### src/rtl/signal_trace_buffer_if.sv
// Probe, control and read-back bundle for signal_trace_buffer.
// Trigger pattern signals exist only when TRACE_TRIGGER_EN is defined.
interface signal_trace_buffer_if #(
    parameter int CHANNELS = 8,
    parameter int DEPTH    = 16,
    parameter int TS_WIDTH = 8
);
    localparam int CW = $clog2(DEPTH) + 1;

    logic [CHANNELS-1:0]          probe;
    logic                         arm;
    logic                         stop;
    logic                         mode;
`ifdef TRACE_TRIGGER_EN
    logic [CHANNELS-1:0]          trig_mask;
    logic [CHANNELS-1:0]          trig_value;
`endif
    logic                         rd_en;
    logic [TS_WIDTH+CHANNELS-1:0] rd_data;
    logic                         rd_valid;
    logic [CW-1:0]                count;
    logic [1:0]                   state;
    logic                         overflow;

`ifdef TRACE_TRIGGER_EN
    modport master (output probe, arm, stop, mode, trig_mask, trig_value, rd_en,
                    input  rd_data, rd_valid, count, state, overflow);
    modport slave  (input  probe, arm, stop, mode, trig_mask, trig_value, rd_en,
                    output rd_data, rd_valid, count, state, overflow);
`else
    modport master (output probe, arm, stop, mode, rd_en,
                    input  rd_data, rd_valid, count, state, overflow);
    modport slave  (input  probe, arm, stop, mode, rd_en,
                    output rd_data, rd_valid, count, state, overflow);
`endif
endinterface

### src/rtl/signal_trace_buffer.sv
// Change-driven logic recorder: stores {delta, probe} whenever the probe vector changes.
// Optional pattern trigger (WAIT_TRIG state, trig_mask/trig_value) enabled by TRACE_TRIGGER_EN.
//
// state     | meaning
// IDLE      | after reset, nothing captured
// WAIT_TRIG | armed, waiting for masked probe match
// CAPTURE   | recording probe changes
// STOPPED   | capture ended, entries readable
module signal_trace_buffer #(
    parameter int CHANNELS = 8,
    parameter int DEPTH    = 16,
    parameter int TS_WIDTH = 8
) (
    input  logic                 clk,
    input  logic                 rst_n,
    signal_trace_buffer_if.slave bus
);
    localparam int PW = $clog2(DEPTH);
    localparam int CW = PW + 1;
    localparam int EW = TS_WIDTH + CHANNELS;
    localparam logic [CW-1:0]       FULL   = CW'(DEPTH);
    localparam logic [TS_WIDTH-1:0] TS_MAX = '1;

    typedef enum logic [1:0] {
        IDLE      = 2'd0,
        WAIT_TRIG = 2'd1,
        CAPTURE   = 2'd2,
        STOPPED   = 2'd3
    } state_t;

`ifdef TRACE_TRIGGER_EN
    localparam state_t ARM_STATE = WAIT_TRIG;
    logic trig_hit;
    assign trig_hit = (bus.probe & bus.trig_mask) == (bus.trig_value & bus.trig_mask);
`else
    localparam state_t ARM_STATE = CAPTURE;
`endif

    state_t              state_q, state_d;
    logic [PW-1:0]       wr_ptr_q, wr_ptr_d, rd_ptr_q, rd_ptr_d;
    logic [CW-1:0]       count_q, count_d;
    logic [TS_WIDTH-1:0] ts_q, ts_d;
    logic [CHANNELS-1:0] prev_q, prev_d;
    logic                first_q, first_d;
    logic                mode_q, mode_d;
    logic                ovf_q, ovf_d;
    logic [EW-1:0]       mem_q [DEPTH];
    logic                wr_en;
    logic [EW-1:0]       wr_data;

    always_comb begin
        state_d  = state_q;
        wr_ptr_d = wr_ptr_q;
        rd_ptr_d = rd_ptr_q;
        count_d  = count_q;
        ts_d     = ts_q;
        prev_d   = prev_q;
        first_d  = first_q;
        mode_d   = mode_q;
        ovf_d    = ovf_q;
        wr_en    = 1'b0;
        wr_data  = '0;
        if (bus.arm) begin
            state_d  = ARM_STATE;
            wr_ptr_d = '0;
            rd_ptr_d = '0;
            count_d  = '0;
            ovf_d    = 1'b0;
            mode_d   = bus.mode;
            first_d  = 1'b1;
            ts_d     = '0;
        end else begin
            case (state_q)
`ifdef TRACE_TRIGGER_EN
                WAIT_TRIG: begin
                    prev_d  = bus.probe;
                    first_d = 1'b0;
                    if (bus.stop) begin
                        state_d = STOPPED;
                    end else if (trig_hit) begin
                        wr_en   = 1'b1;
                        wr_data = {TS_WIDTH'(0), bus.probe};
                        state_d = CAPTURE;
                    end
                end
`endif
                CAPTURE: begin
                    prev_d  = bus.probe;
                    first_d = 1'b0;
                    if (first_q) begin
                        wr_en   = 1'b1;
                        wr_data = {TS_WIDTH'(0), bus.probe};
                    end else if (bus.probe != prev_q) begin
                        wr_en   = 1'b1;
                        wr_data = {ts_q, bus.probe};
                    end
                    if (bus.stop) state_d = STOPPED;
                end
                STOPPED: begin
                    if (bus.rd_en && count_q != '0) begin
                        rd_ptr_d = rd_ptr_q + PW'(1);
                        count_d  = count_q - CW'(1);
                    end
                end
                default: ;
            endcase

            // ts_q holds edges elapsed since the last write, as seen by the next edge
            if (state_q == WAIT_TRIG || state_q == CAPTURE)
                ts_d = wr_en ? TS_WIDTH'(1) : ((ts_q == TS_MAX) ? ts_q : ts_q + TS_WIDTH'(1));

            if (wr_en) begin
                wr_ptr_d = wr_ptr_q + PW'(1);
                if (count_q == FULL) begin
                    rd_ptr_d = rd_ptr_q + PW'(1);
                    ovf_d    = 1'b1;
                end else begin
                    count_d = count_q + CW'(1);
                    if (mode_q && count_q == FULL - CW'(1)) state_d = STOPPED;
                end
            end
        end
    end

    always_ff @(posedge clk or negedge rst_n) begin
        if (!rst_n) begin
            state_q  <= IDLE;
            wr_ptr_q <= '0;
            rd_ptr_q <= '0;
            count_q  <= '0;
            ts_q     <= '0;
            prev_q   <= '0;
            first_q  <= 1'b0;
            mode_q   <= 1'b0;
            ovf_q    <= 1'b0;
        end else begin
            state_q  <= state_d;
            wr_ptr_q <= wr_ptr_d;
            rd_ptr_q <= rd_ptr_d;
            count_q  <= count_d;
            ts_q     <= ts_d;
            prev_q   <= prev_d;
            first_q  <= first_d;
            mode_q   <= mode_d;
            ovf_q    <= ovf_d;
        end
    end

    always_ff @(posedge clk) begin
        if (wr_en) mem_q[wr_ptr_q] <= wr_data;
    end

    assign bus.state    = state_q;
    assign bus.count    = count_q;
    assign bus.overflow = ovf_q;
    assign bus.rd_valid = (state_q == STOPPED) && (count_q != '0);
    assign bus.rd_data  = bus.rd_valid ? mem_q[rd_ptr_q] : '0;
endmodule

### src/flat_wrapper.sv
// flat-port wrapper written by rule: the top's interface ports become plain ports
module signal_trace_buffer_flat 
#(
    parameter int CHANNELS = 8,
    parameter int DEPTH    = 16,
    parameter int TS_WIDTH = 8
)
  (clk, rst_n, bus_probe, bus_arm, bus_stop, bus_mode, bus_rd_en, bus_rd_data, bus_rd_valid, bus_count, bus_state, bus_overflow);
  signal_trace_buffer_if #(.CHANNELS(CHANNELS), .DEPTH(DEPTH), .TS_WIDTH(TS_WIDTH)) bus_i ();
  input  logic clk;
  input  logic rst_n;
  input wire logic [$bits(bus_i.probe)-1:0] bus_probe;
  input wire logic [$bits(bus_i.arm)-1:0] bus_arm;
  input wire logic [$bits(bus_i.stop)-1:0] bus_stop;
  input wire logic [$bits(bus_i.mode)-1:0] bus_mode;
  input wire logic [$bits(bus_i.rd_en)-1:0] bus_rd_en;
  output wire logic [$bits(bus_i.rd_data)-1:0] bus_rd_data;
  output wire logic [$bits(bus_i.rd_valid)-1:0] bus_rd_valid;
  output wire logic [$bits(bus_i.count)-1:0] bus_count;
  output wire logic [$bits(bus_i.state)-1:0] bus_state;
  output wire logic [$bits(bus_i.overflow)-1:0] bus_overflow;
  assign bus_i.probe = bus_probe;
  assign bus_i.arm = bus_arm;
  assign bus_i.stop = bus_stop;
  assign bus_i.mode = bus_mode;
  assign bus_i.rd_en = bus_rd_en;
  assign bus_rd_data = bus_i.rd_data;
  assign bus_rd_valid = bus_i.rd_valid;
  assign bus_count = bus_i.count;
  assign bus_state = bus_i.state;
  assign bus_overflow = bus_i.overflow;
  signal_trace_buffer #(.CHANNELS(CHANNELS), .DEPTH(DEPTH), .TS_WIDTH(TS_WIDTH)) u_core (.clk(clk), .rst_n(rst_n), .bus(bus_i));
endmodule
### config.mk
export PLATFORM = sky130hd
export DESIGN_NAME = signal_trace_buffer_flat
export DESIGN_NICKNAME = d
export VERILOG_FILES = /design/src/rtl/signal_trace_buffer_if.sv /design/src/rtl/signal_trace_buffer.sv /design/src/flat_wrapper.sv
export SDC_FILE = /design/constraint.sdc
export NUM_CORES = 1
export LEC_CHECK = 0
export CAP_MARGIN = 20
export CELL_PAD_IN_SITES_DETAIL_PLACEMENT = 1
export CELL_PAD_IN_SITES_GLOBAL_PLACEMENT = 2
export CORE_MARGIN = 4
export CORE_UTILIZATION = 43
export CTS_CLUSTER_DIAMETER = 40
export DETAILED_ROUTE_END_ITERATION = 12
export GPL_ROUTABILITY_DRIVEN = 0
export PLACE_DENSITY_LB_ADDON = 0.1
export SLEW_MARGIN = 20
export SYNTH_ARGS = -nofsm -noshare
export SYNTH_HDL_FRONTEND = slang
export SYNTH_SLANG_ARGS = --single-unit
### constraint.sdc
create_clock -name clk -period 3.9 [get_ports clk]
set_input_delay 0.585 -clock clk [delete_from_list [all_inputs] [get_ports clk]]
set_output_delay 0.585 -clock clk [all_outputs]
set_load 0.02 [all_outputs]
# == Yosys cells after proc, flatten, opt, wreduce, memory -nomap -nowiden ==
# Memories as Yosys holds them, arrays and structs flattened.
# Index checks and enable logic that the tools add are counted.
# totals
register_bits,34
ram_bits,256
input_bits,14
out_inout_bits,25
n_memories,1
# op_classes
add_sub_neg,5
eq_ne,8
muxes,39
bitwise_logic,1
n_reduce_logical,12
# mem_list
name,depth,word_bits,rd,rd_ports_with_merged_regs,wr,line_no,rtl
u_core.mem_q,16,16,1,0,1,signal_trace_buffer.sv:47,logic [EW-1:0] mem_q [DEPTH];
# op_table
op,n
16-bit two-way mux,5
8-bit two-way mux,4
4-bit two-way mux,7
5-bit two-way mux,5
1-bit two-way mux,12
2-bit two-way mux,6
"4-bit by 1-bit adder with 4-bit output, second input constant",2
"8-bit by 1-bit adder with 8-bit output, second input constant",1
"8-bit == test, second input constant",1
8-bit != test,1
2-bit nonzero test,4
2-bit AND reduction,3
"5-bit by 1-bit adder with 5-bit output, second input constant",1
"5-bit by 4-bit == test with 1-bit output, second input constant",1
"5-bit == test, second input constant",1
5-bit nonzero test,1
"5-bit by 1-bit subtractor with 5-bit output, second input constant",1
"2-bit == test, second input constant",2
1-bit logical AND,3
"3-bit != test, second input constant",1
"2-bit by 1-bit == test with 1-bit output, second input constant",1
1-bit logical OR,1
1-bit NOT,1

# == Logic depth before layout (Yosys ltp) ==
# Gate-level depths: netlist of run 1.
# depth
depth_word,8
ltp_mapped,8

# == Least setup slack after synthesis of run 1 ==
# Ideal clock, no wire load.
# synth_path
kind,register to register
start,register u_core.state_q[0] (netlist: u_core.bus.state[0])
end,memory u_core.mem_q[0][0] (netlist bit) (enable)
setup_time_ns,0.436
t_arrival_ns,3.408
slack_ns,0.056
path_stages_with_launch,8
path_buffers,2
synth_period_minus_slack_ns,3.844
path_cell_list,dfrtp_1 > inv_1 > ha_1 > clkbuf_1 > nor2b_1 > buf_2 > nand2_1 > nor4b_1
# synth_between
elab_chain_len,6
# synth_rtl
item,line_no,rtl
start: declaration,signal_trace_buffer.sv:39,"state_t state_q, state_d;"
start signal: assignment,signal_trace_buffer.sv:137,state_q <= state_d;
2-bit == test,signal_trace_buffer.sv:73,case (state_q)
1-bit two-way mux,signal_trace_buffer.sv:73,
1-bit two-way mux (2 in series),signal_trace_buffer.sv:63,if (bus.arm) begin
1-bit two-way mux,signal_trace_buffer.sv:150,if (wr_en) mem_q[wr_ptr_q] <= wr_data;
1-bit two-way mux (not written as such),signal_trace_buffer.sv:150,
end: declaration,signal_trace_buffer.sv:47,
# Every way passes these cells. The select of a mux whose other input is x is not followed.

# == Worst setup path in the final report of run 1 ==
# layout_path
start,register u_core.rd_ptr_q[0]
end,output port bus_rd_data[8]
# layout_between
elab_chain_len,2
# layout_rtl
item,line_no,rtl
start: declaration,signal_trace_buffer.sv:40,"logic [PW-1:0] wr_ptr_q, wr_ptr_d, rd_ptr_q, rd_ptr_d;"
start signal: assignment,signal_trace_buffer.sv:139,rd_ptr_q <= rd_ptr_d;
memory read 16 x 16 bit,-,
16-bit two-way mux,signal_trace_buffer.sv:157,assign bus.rd_data = bus.rd_valid ? mem_q[rd_ptr_q] : '0;
end: declaration,flat_wrapper.sv:17,output wire logic [$bits(bus_i.rd_data)-1:0] bus_rd_data;
# Every way passes these cells.

==> results of run 1 <==
-- kinds of logic after synthesis --
| kind of cell | Yosys count | synth area share (%) |
|---|---|---|
| simple gates | 126 | 6.004 |
| buf+inv | 44 | 1.739 |
| compound gates | 43 | 2.494 |
| flops | 290 | 71.50 |
| xor+xnor | 11 | 0.8068 |
| fa+ha+maj | 11 | 1.153 |
| mux | 93 | 16.30 |
-- state kept, by name, summed over array words and instances (netlist names) --
signal / cells
u_core.bus.overflow: 1
u_core.first_q: 1
u_core.ts_q: 8
u_core.bus.count: 5
u_core.mem_q: 256
u_core.mode_q: 1
u_core.rd_ptr_q: 4
u_core.prev_q: 8
u_core.bus.state: 2
u_core.wr_ptr_q: 4
-- worst max path at each step --
stage	startpoint	end	cells past startpoint
floorplan	u_core.bus.state[0]	u_core.mem_q[0][0]	7
global placement	u_core.rd_ptr_q[0]	bus_rd_data[11]	5
detailed placement	bus_probe[4]	u_core.mem_q[8][10]	8
CTS	u_core.rd_ptr_q[0]	bus_rd_data[8]	5
global route	u_core.rd_ptr_q[0]	bus_rd_data[13]	5
finish	u_core.rd_ptr_q[0]	bus_rd_data[8]	5
-- cell usage in the layout, fill, tap and decap left out, types with 5 or more instances in the layout --
master           count
a21oi_1             13
and2_1              16
buf_4               26
bufinv_16            8
clkbuf_16           43
clkdlybuf4s50_1     37
dfrtp_1             31
edfxtp_1           256
ha_1                11
inv_1               10
inv_6                8
mux2_1              12
mux4_2              80
nand2_1             13
nand3_1             14
nand4_1              5
nor2_1              15
nor2b_1             19
nor3_1               7
o21ai_1              8
xnor2_1             10
-- stage by stage --
step	cells	total power [µW]	hold slack, ps	util, %	area (µm²)
after floorplan	618	4138	289.4	-	11940
after global placement	1026	4413	474.4	47.82	12960
after detailed placement	1026	4441	497.0	47.83	12960
after CTS	1102	8476	175.9	53.38	14470
after global routing	1102	8687	213.3	53.38	14470
final	1102	8356	165.6	53.38	14470
-- routing by layer --
metal	vias to the layer above	global-route usage, %
met3	40	2.510
met2	150	32.15
met5	-	0
met1	3249	25.72
met4	0	4.779
li1	2673	-
-- power by group through the flow --
stage	combinational (µW)	clock [µW]	sequential (µW)
floorplan	565	0	3570
global placement	814	0	3600
detailed placement	834	0	3610
CTS	838	4090	3540
global route	894	4240	3550
finish	817	4000	3540
-- final cells by class --
cell class,instances,area [µm²]
timing repair buffer,68,650.6
clock buffer,47,1101
sequential,290,8544
clock inverter,29,405.4
inverter,12,45.04
fill,2433,12630
tap,372,465.4
multi-input combinational,284,3256
==> metrics.csv, run 1 <==
stage,metric,value,unit
layout,layout overhead on the synthesized area,21.15,%
logic_synthesis,synthesized area,0.01194,mm²
critical_path,Crit path max-delay family,multiplexers,
power,internal power,6466,µW
critical_path,Critical Path Start Type,flop,
power,Psw,1890,µW
critical_path,slowest cell delay on critical path,640,ps
placed_design,Place WS,651.8,ps
grt,first-pass GRT wire length,42840,µm
critical_path,worst r2r src,u_core.bus.state[0],
logic_synthesis,dominant cell type by area after synthesis,edfxtp_1,
die,core footprint,0.02710,mm²
routing,Pre-antenna DRT Iters,4,
power,Seq pwr share,42.4,%
run,Max Cap Viol,0,
die,Die X,174.6,µm
logic_synthesis,register area share after synthesis,71.50,%
routing,vias per inst,5.546,
grt,pin count of the biggest net entering global routing,35,
timing,part of the cycle the worst path needs,96.06,%
critical_path,CP dominant cell by count,mux4_2,
timing,Clock Skews,20.09,ps
timing,final worst slack,153.8,ps
critical_path,FF-to-FF path depth,7,
critical_path,Critical-path top delay cell,dfrtp_4,
routing,Routed WL per cell,25.25,µm
logic_synthesis,most frequent cells after synthesis,"256 x edfxtp_1, 80 x mux4_2, 34 x dfrtp_1, 19 x nor2_1, 19 x nor2b_1",
die,Die Ht,174.6,µm
timing,setup_tns,0,ps
clock_network,CTS H-tree lvls,2,
routing,max layer used,met4,
logic_synthesis,syn avg cell area,19.32,µm²
routing,WL met1,12060,µm
die,Rows,60,
timing,RSZ-0062 raised after global routing,no,
timing,Slew @ Worst Pin,822.8,ps
logic_synthesis,Synth Net Count,643,
clock_network,post-CTS setup buffer count,0,
critical_path,crit path capture type,primary output,
critical_path,worst path cell trace,buf_12 > mux4_2 > mux4_2 > nor2b_1 > clkdlybuf4s50_1,
timing,minimum clock period,3746,ps
critical_path,Worst EP arrival,3160,ps
logic_synthesis,Post-synth EDFFs,256,
die,DIE AREA,0.03050,mm²
critical_path,Worst Path Max Fanout,22,
routing,vias,6112,
logic_synthesis,post-synthesis cell type count,55,
routing,WL met2,14150,µm
timing,Slew HR,45.15,%
die,Initial Util,44.06,%
routing,Initial DRC Count,531,
routing,Met3 Wirelength,1094,µm
logic_synthesis,YS warnings,0,
clock_network,CTS tree,yes,
grt,GRT Total Usage,18.76,%
logic_synthesis,"count leader, synth",edfxtp_1,
clock_network,clock latency on the worst-skew pair,520,ps
clock_network,clk buf depth,3,
power,Cell Pwr Density,577.6,mW/mm²
clock_network,"Reg clk slew, reported paths",50,ps
layout,nets@finish,723,
power,Leakage,0.004793,µW
power,Comb power frac,9.8,%
logic_synthesis,cell count after synthesis,618,
clock_network,Post-CTS Hold Fix Bufs,0,
hold_path,Min-Delay Path Class,in -> async,
clock_network,CTS Root Cell,clkbuf_16,
layout,Ant. Diodes,0,
placed_design,final HPWL from detailed placement,16240,µm
outcome,outcome,"complete, no violations",
clock_network,TritonCTS Buffers,42,
grt,total global routing overflow,0,
timing,final setup violation count,0,
critical_path,CP required,3310,ps
grt,vias in the first global route,6716,
timing,max-slew violations,0,
clock_network,CTS sink count,290,
power,switching part of the total,22.62,%
critical_path,R2R Path End,u_core.mem_q[8][7],
logic_synthesis,top post-synthesis cells by area,"edfxtp_1 64%, mux4_2 15%, dfrtp_1 7.1%",
power,Clock power frac,47.8,%
clock_network,post-cts resize count,0,
logic_synthesis,Main synth FF type,edfxtp_1,
die,I/O pins,39,
critical_path,r2r setup slk,1150,ps
routing,DRC,0,
critical_path,Worst Path Buf+Inv,2,
timing,Peak Freq,0.2669,GHz
placed_design,Port-buffer cells,38,
logic_synthesis,Synth top area share,64.38,%
logic_synthesis,Yosys reg bits,290,
timing,final hold viol count,0,
critical_path,critical path class,reg -> out,
logic_synthesis,Post-synth ARST share,11.72,%
routing,Antenna Violating Nets Remaining,0,
layout,share of layout cells above drive strength 1,27.67,%
power,Worst IR Drop VDD,0.3812,mV
grt,initial antenna violation count,0,
routing,final wirelength,27820,µm
No activity file was read; power rests on OpenSTA's default activity.
==> inputs of run 2 (changes only) <==
--- a/config.mk
+++ b/config.mk
@@ -13,6 +13,7 @@
 export CTS_CLUSTER_DIAMETER = 40
 export DETAILED_ROUTE_END_ITERATION = 12
 export GPL_ROUTABILITY_DRIVEN = 0
+export GPL_TIMING_DRIVEN = 0
 export PLACE_DENSITY_LB_ADDON = 0.1
 export SLEW_MARGIN = 20
 export SYNTH_ARGS = -nofsm -noshare
==> run 2 against run 1 <==
Critical path depth is 1 higher. Cell count is 2.1% higher. Total power is 2.5% lower. Sequential share of layout area is 0.29 points lower. Global-route usage is 0.62 points higher. Combinational power is 10% higher. Routed wire length is 4.4% higher. Setup slack worse by 36 ps. Highest routed layer unchanged. Sequential cell count stayed put. Utilization is 0.23 points higher. Die area stayed put.
==> metrics.csv, run 2 (synthesized netlist as in run 1, its figures left out) <==
stage,metric,value,unit,change
die,Rows,60,,unchanged
critical_path,R2R Path End,u_core.mem_q[3][7],,
grt,GR Util met3,3.267,%,+0.76 points
critical_path,CP endpoint,bus_rd_data[10],,
grt,GRT met1 Usage,26.43,%,+0.71 points
layout,Ant. Diodes,0,,unchanged
critical_path,CP required,3310,ps,about the same
power,Worst IR Drop VDD,0.2877,mV,-25%
critical_path,worst path cell trace,buf_2 > clkbuf_2 > mux4_2 > mux4_2 > nor2b_1 > clkdlybuf4s50_1,,
layout,"most common cell after layout, fill and taps aside",edfxtp_1,,
timing,max-slew violations,0,,unchanged
routing,DRC,0,,unchanged
layout,flip-flop count of the largest register after layout,256,,unchanged
timing,final setup violation count,0,,unchanged
timing,smallest hold slack,443.5,ps,+277.9 ps
die,DIE AREA,0.03050,mm²,unchanged
placed_design,final HPWL from detailed placement,19490,µm,+20%
die,I/O pins,39,,unchanged
grt,GRT Total Usage,19.38,%,+0.62 points
clock_network,TritonCTS Buffers,40,,-4.8%
clock_network,clk buf depth,3,,unchanged
layout,Finished Cell Area,0.01453,mm²,+0.42%
layout,Biggest register,u_core.mem_q,,
layout,highest-count cells in the layout ignoring fill and taps,"256 x edfxtp_1, 80 x mux4_2, 41 x clkbuf_16, 34 x dfrtp_1, 28 x clkdlybuf4s50_1",,
routing,vias,6227,,+1.9%
routing,Routed WL per cell,25.81,µm,+2.2%
critical_path,Critical Path Start Type,flop,,
power,Leakage,0.004974,µW,+3.8%
layout,nets@finish,747,,+3.3%
routing,Pre-antenna DRT Iters,5,,+1
critical_path,FF-to-FF path depth,9,,+2
die,core footprint,0.02710,mm²,unchanged
critical_path,worst setup path startpoint,u_core.rd_ptr_q[1],,
clock_network,CTS tree,yes,,
critical_path,slowest cell delay on critical path,550,ps,-90 ps
timing,final hold viol count,0,,unchanged
timing,Clock Skews,21.77,ps,+1.682 ps
outcome,outcome,"complete, no violations",,
timing,minimum clock period,3782,ps,+36.14 ps
die,Die X,174.6,µm,unchanged
critical_path,Crit path depth,6,,+1
clock_network,CTS sink count,290,,unchanged
critical_path,worst r2r src,u_core.bus.state[0],,
grt,met2 usage,32.94,%,+0.79 points
placed_design,Placed Area,0.01305,mm²,+0.68%
timing,Peak Freq,0.2644,GHz,-0.96%
grt,initial antenna violation count,0,,unchanged
power,Cell Pwr Density,561.0,mW/mm²,-2.9%
routing,Antenna Violating Nets Remaining,0,,unchanged
grt,pin count of the biggest net entering global routing,29,,-17%
timing,Slew @ Worst Pin,872.2,ps,+49.41 ps
critical_path,crit path capture type,primary output,,
layout,layout overhead on the synthesized area,21.67,%,
layout,Largest regs,"u_core.mem_q: 256 flops, u_core.prev_q: 8 flops, u_core.ts_q: 8 flops",,
timing,RSZ-0062 raised after global routing,no,,
timing,part of the cycle the worst path needs,96.98,%,+0.93 points
clock_network,"Reg clk slew, reported paths",50,ps,about the same
timing,setup_tns,0,ps,unchanged
routing,vias per inst,5.535,,-0.20%
die,Die Ht,174.6,µm,unchanged
routing,final wirelength,29040,µm,+4.4%
grt,vias in the first global route,6956,,+3.6%
critical_path,critical path class,reg -> out,,
critical_path,Worst Path Max Fanout,10,,-55%
power,"Power, Total",8151,µW,-2.5%
routing,Initial DRC Count,335,,-37%
placed_design,Port-buffer cells,38,,unchanged
critical_path,Worst EP arrival,3200,ps,+40 ps
critical_path,Worst Path Buf+Inv,3,,+1
critical_path,CP dominant cell by count,mux4_2,,
grt,GRT Max-Usage Layer,met2,,
critical_path,Critical-path top delay cell,clkdlybuf4s50_1,,
run,Max Cap Viol,0,,unchanged
clock_network,CTS Root Cell,clkbuf_16,,
clock_network,CTS H-tree lvls,2,,unchanged
die,Initial Util,44.06,%,unchanged
grt,first-pass GRT wire length,44150,µm,+3.1%
layout,share of layout cells above drive strength 1,27.89,%,+0.22 points
critical_path,r2r setup slk,330,ps,-820 ps
grt,total global routing overflow,0,,unchanged
clock_network,clock latency on the worst-skew pair,530,ps,about the same
critical_path,Crit path max-delay family,buffers and inverters,,
timing,Slew HR,41.86,%,-3.3 points
layout,fin util,53.61,%,+0.23 points
hold_path,Min-Delay Path Class,in -> async,,
[run 2: changes by cell type in the layout (fill, tap and decap cells not counted), moves of 4 or more]
cell | before | now
buf_2 | 1 | 19
clkbuf_2 | 0 | 4
clkbuf_1 | 3 | 16
buf_6 | 0 | 7
nor2_4 | 0 | 4
clkinvlp_4 | 3 | 7
nor2_2 | 4 | 0
clkdlybuf4s50_1 | 37 | 28
buf_4 | 26 | 7
dlymetal6s2s_1 | 0 | 9
[run 2: worst min path at each step]
stage / slack [ps] / end / depth (start not counted) / from
final: 440 / u_core.ts_q[1] / 2 / rst_n
after global routing: 460 / u_core.ts_q[1] / 2 / rst_n
after CTS: 430 / u_core.ts_q[0] / 2 / rst_n
after detailed placement: 450 / u_core.ts_q[6] / 1 / rst_n
after global placement: 480 / u_core.mode_q / 1 / u_core.mode_q
after floorplan: 290 / u_core.bus.count[0] / 0 / rst_n
[run 2: layer usage]
layer  wire length (µm)  vias to the layer above
met5                  0                        -
met4                532                        0
met3               1219                       38
met2              14710                      148
met1              12580                     3300
li1                   -                     2741
[run 2: final cells by class]
cell class | count | area [µm²]
buffer | 32 | 196.4
clock buffer | 47 | 1059
clock inverter | 26 | 332.8
fill | 2472 | 12570
inverter | 12 | 45.04
multi-input combinational | 284 | 3299
sequential | 290 | 8538
tap | 372 | 465.4
timing repair buffer | 62 | 593.1
[run 2: timing repair]
| action | CTS | global route |
|---|---|---|
| hold buffers | 1 | 0 |
| resized for setup | 14 | 19 |
| endpoints found under the setup margin | 17 | 19 |
| hold endpoints to repair | 6 | 0 |
| buffers inserted | 0 | 0 |
[run 2: metrics by stage]
stage | instances | setup slack, ps
2_1_floorplan | 618 | 56.34
5_1_grt | 1125 | 14.11
4_1_cts | 1125 | 6.802
3_5_place_dp | 1051 | -52.86
6_report | 1125 | 117.7
3_3_place_gp | 1028 | -2401
[run 2: where the power goes]
part           leakage [µW]  internal (µW)  switching (µW)
logic               0.00148            418             483
registers           0.00284           3460            47.3
clock network      0.000656           2370            1370
total               0.00497           6250            1910
==> inputs of run 3 (changes only) <==
--- a/config.mk
+++ b/config.mk
@@ -8,7 +8,6 @@
 export CAP_MARGIN = 20
 export CELL_PAD_IN_SITES_DETAIL_PLACEMENT = 1
 export CELL_PAD_IN_SITES_GLOBAL_PLACEMENT = 2
-export CORE_MARGIN = 4
 export CORE_UTILIZATION = 43
 export CTS_CLUSTER_DIAMETER = 40
 export DETAILED_ROUTE_END_ITERATION = 12
==> run 3 against run 2 <==
Total power rose by 4.6%. Sequential share of layout area is 0.56 points lower. Critical path depth is the same. Cell count rose by 0.62%. Combinational power fell by 2%. Setup slack better by 28 ps. Cell area is 0.96% higher. Die area is 6.8% lower. Register-to-register slack got worse by 170 ps. Sequential cell count is the same. Critical path type unchanged. Fmax up 0.74%.
==> metrics.csv, run 3 (synthesized netlist as in run 1, its figures left out) <==
stage,metric,value,unit,change
routing,vias per inst,5.506,,-0.52%
critical_path,Worst EP arrival,3170,ps,-30 ps
routing,Antenna Violating Nets Remaining,0,,unchanged
timing,part of the cycle the worst path needs,96.27,%,-0.71 points
timing,Clock Skews,17.12,ps,-4.650 ps
timing,RSZ-0062 raised after global routing,yes,,
routing,Routed WL per cell,25.05,µm,-2.9%
placed_design,Port-buffer cells,38,,unchanged
die,Initial Util,44.06,%,unchanged
layout,highest-count cells in the layout ignoring fill and taps,"256 x edfxtp_1, 80 x mux4_2, 45 x clkbuf_16, 34 x clkdlybuf4s50_1, 34 x dfrtp_1",,
timing,setup_tns,0,ps,unchanged
clock_network,clock latency on the worst-skew pair,520,ps,about the same
critical_path,CP required,3310,ps,about the same
die,Die X,168.6,µm,-3.4%
clock_network,clk buf depth,3,,unchanged
layout,flip-flop count of the largest register after layout,256,,unchanged
grt,vias in the first global route,6813,,-2.1%
power,Cell Pwr Density,581.5,mW/mm²,+3.6%
layout,share of layout cells above drive strength 1,28.95,%,+1.1 points
die,I/O pins,39,,unchanged
clock_network,CTS tree,yes,,
layout,Largest regs,"u_core.mem_q: 256 flops, u_core.prev_q: 8 flops, u_core.ts_q: 8 flops",,
layout,Finished Cell Area,0.01467,mm²,+0.96%
layout,"most common cell after layout, fill and taps aside",edfxtp_1,,
routing,Initial DRC Count,399,,+19%
placed_design,final HPWL from detailed placement,18910,µm,-3.0%
power,Worst IR Drop VDD,0.3141,mV,+9.2%
placed_design,Placed Area,0.01304,mm²,-0.11%
die,Rows,60,,unchanged
grt,GRT Total Usage,21.14,%,+1.8 points
routing,Pre-antenna DRT Iters,5,,unchanged
clock_network,CTS H-tree lvls,2,,unchanged
layout,Ant. Diodes,0,,unchanged
die,core footprint,0.02710,mm²,unchanged
routing,vias,6233,,+0.096%
power,Leakage,0.004958,µW,-0.32%
critical_path,Critical Path Start Type,flop,,
critical_path,crit path capture type,primary output,,
layout,layout overhead on the synthesized area,22.84,%,
clock_network,TritonCTS Buffers,44,,+10%
timing,final hold viol count,0,,unchanged
timing,smallest hold slack,452.6,ps,+9.066 ps
grt,total global routing overflow,0,,unchanged
critical_path,r2r setup slk,160,ps,-170 ps
timing,Peak Freq,0.2663,GHz,+0.74%
timing,minimum clock period,3755,ps,-27.74 ps
die,DIE AREA,0.02844,mm²,-6.8%
critical_path,Worst Path Max Fanout,10,,unchanged
timing,max-slew violations,0,,unchanged
clock_network,CTS sink count,290,,unchanged
grt,initial antenna violation count,0,,unchanged
grt,pin count of the biggest net entering global routing,30,,+3.4%
hold_path,Min-Delay Path Class,in -> async,,
timing,Slew @ Worst Pin,1016,ps,+144.2 ps
timing,Slew HR,32.19,%,-9.7 points
placed_design,Placed Cells,1051,,unchanged
layout,fin cells,1132,,+0.62%
run,Max Cap Viol,0,,unchanged
die,Die Ht,168.6,µm,-3.4%
clock_network,CTS Root Cell,clkbuf_16,,
grt,first-pass GRT wire length,43470,µm,-1.5%
timing,final setup violation count,0,,unchanged
routing,DRC,0,,unchanged
critical_path,critical path class,reg -> out,,
routing,final wirelength,28360,µm,-2.3%
layout,nets@finish,751,,+0.54%
clock_network,"Reg clk slew, reported paths",50,ps,about the same
layout,Biggest register,u_core.mem_q,,
outcome,outcome,"complete, no violations",,
-- run 3: cell count changes in the layout (fill, tap and decap cells not counted), moves of 2 or more --
| cell | before | now |
|---|---|---|
| nor4b_2 | 1 | 3 |
| clkbuf_1 | 16 | 14 |
| clkinv_4 | 2 | 7 |
| buf_2 | 19 | 22 |
| clkinv_1 | 4 | 2 |
| bufinv_16 | 6 | 8 |
| clkdlybuf4s50_1 | 28 | 34 |
| nor4b_4 | 2 | 0 |
| dlymetal6s2s_1 | 9 | 3 |
| buf_6 | 7 | 4 |
| clkbuf_16 | 41 | 45 |
| clkinv_2 | 1 | 3 |
-- run 3: final timing paths --
path,start,end,cells past startpoint
worst max register to register,u_core.bus.state[0],u_core.mem_q[0][11],9
worst max-delay path,u_core.rd_ptr_q[1],bus_rd_data[6],6
min in group clk,u_core.mode_q,u_core.mode_q,1
worst min-delay path,rst_n,u_core.ts_q[2],2
max in group asynchronous,rst_n,u_core.ts_q[0],3
worst min register to register,u_core.mode_q,u_core.mode_q,1
-- run 3: layout make-up --
| cell class | count | area [µm²] |
|---|---|---|
| Fill cell | 2418 | 12430 |
| Sequential cell | 290 | 8538 |
| Multi-Input combinational cell | 284 | 3281 |
| Clock buffer | 48 | 1137 |
| Timing Repair Buffer | 62 | 563.0 |
| Tap cell | 372 | 465.4 |
| Clock inverter | 32 | 436.7 |
| Buffer | 32 | 202.7 |
| Inverter | 12 | 45.04 |
-- run 3: power breakdown --
group          internal [µW]  switching, µW  leakage [µW]
Sequential              3460           47.4       0.00284
Clock                   2680           1460      0.000750
Combinational            416            471       0.00137
Total                   6550           1980       0.00496
-- run 3: stage by stage --
stage                     worst slack (ps)  power (µW)  util, %
after floorplan                      56.34        4138        -
after global placement               -2482        4418    47.18
after detailed placement            -57.37        4458    48.10
after CTS                            7.131        8612    53.99
after global routing                -85.19        8801    54.13
final                                145.4        8529    54.13
-- run 3: layer usage --
| layer | wire [µm] | global-route usage, % | part of all wire [%] |
|---|---|---|---|
| met2 | 13950 | 35.11 | 49 |
| met5 | 0 | 0 | 0 |
| met4 | 626 | 5.810 | 2.2 |
| met1 | 12600 | 29.27 | 44 |
| met3 | 1178 | 3.203 | 4.2 |
-- run 3: critical path, cell delays in order, from the launching register on --
cell	delay, ps
dfrtp_1	380
buf_2	320
buf_2	400
mux4_2	380
mux4_2	470
nor2b_1	140
clkdlybuf4s50_1	540
-- run 3: timing repair --
item	CTS	global route
hold buffers	1	0
resized for setup	10	15
setup endpoints to repair	17	31
hold endpoints to repair	5	0
buffers inserted	0	0
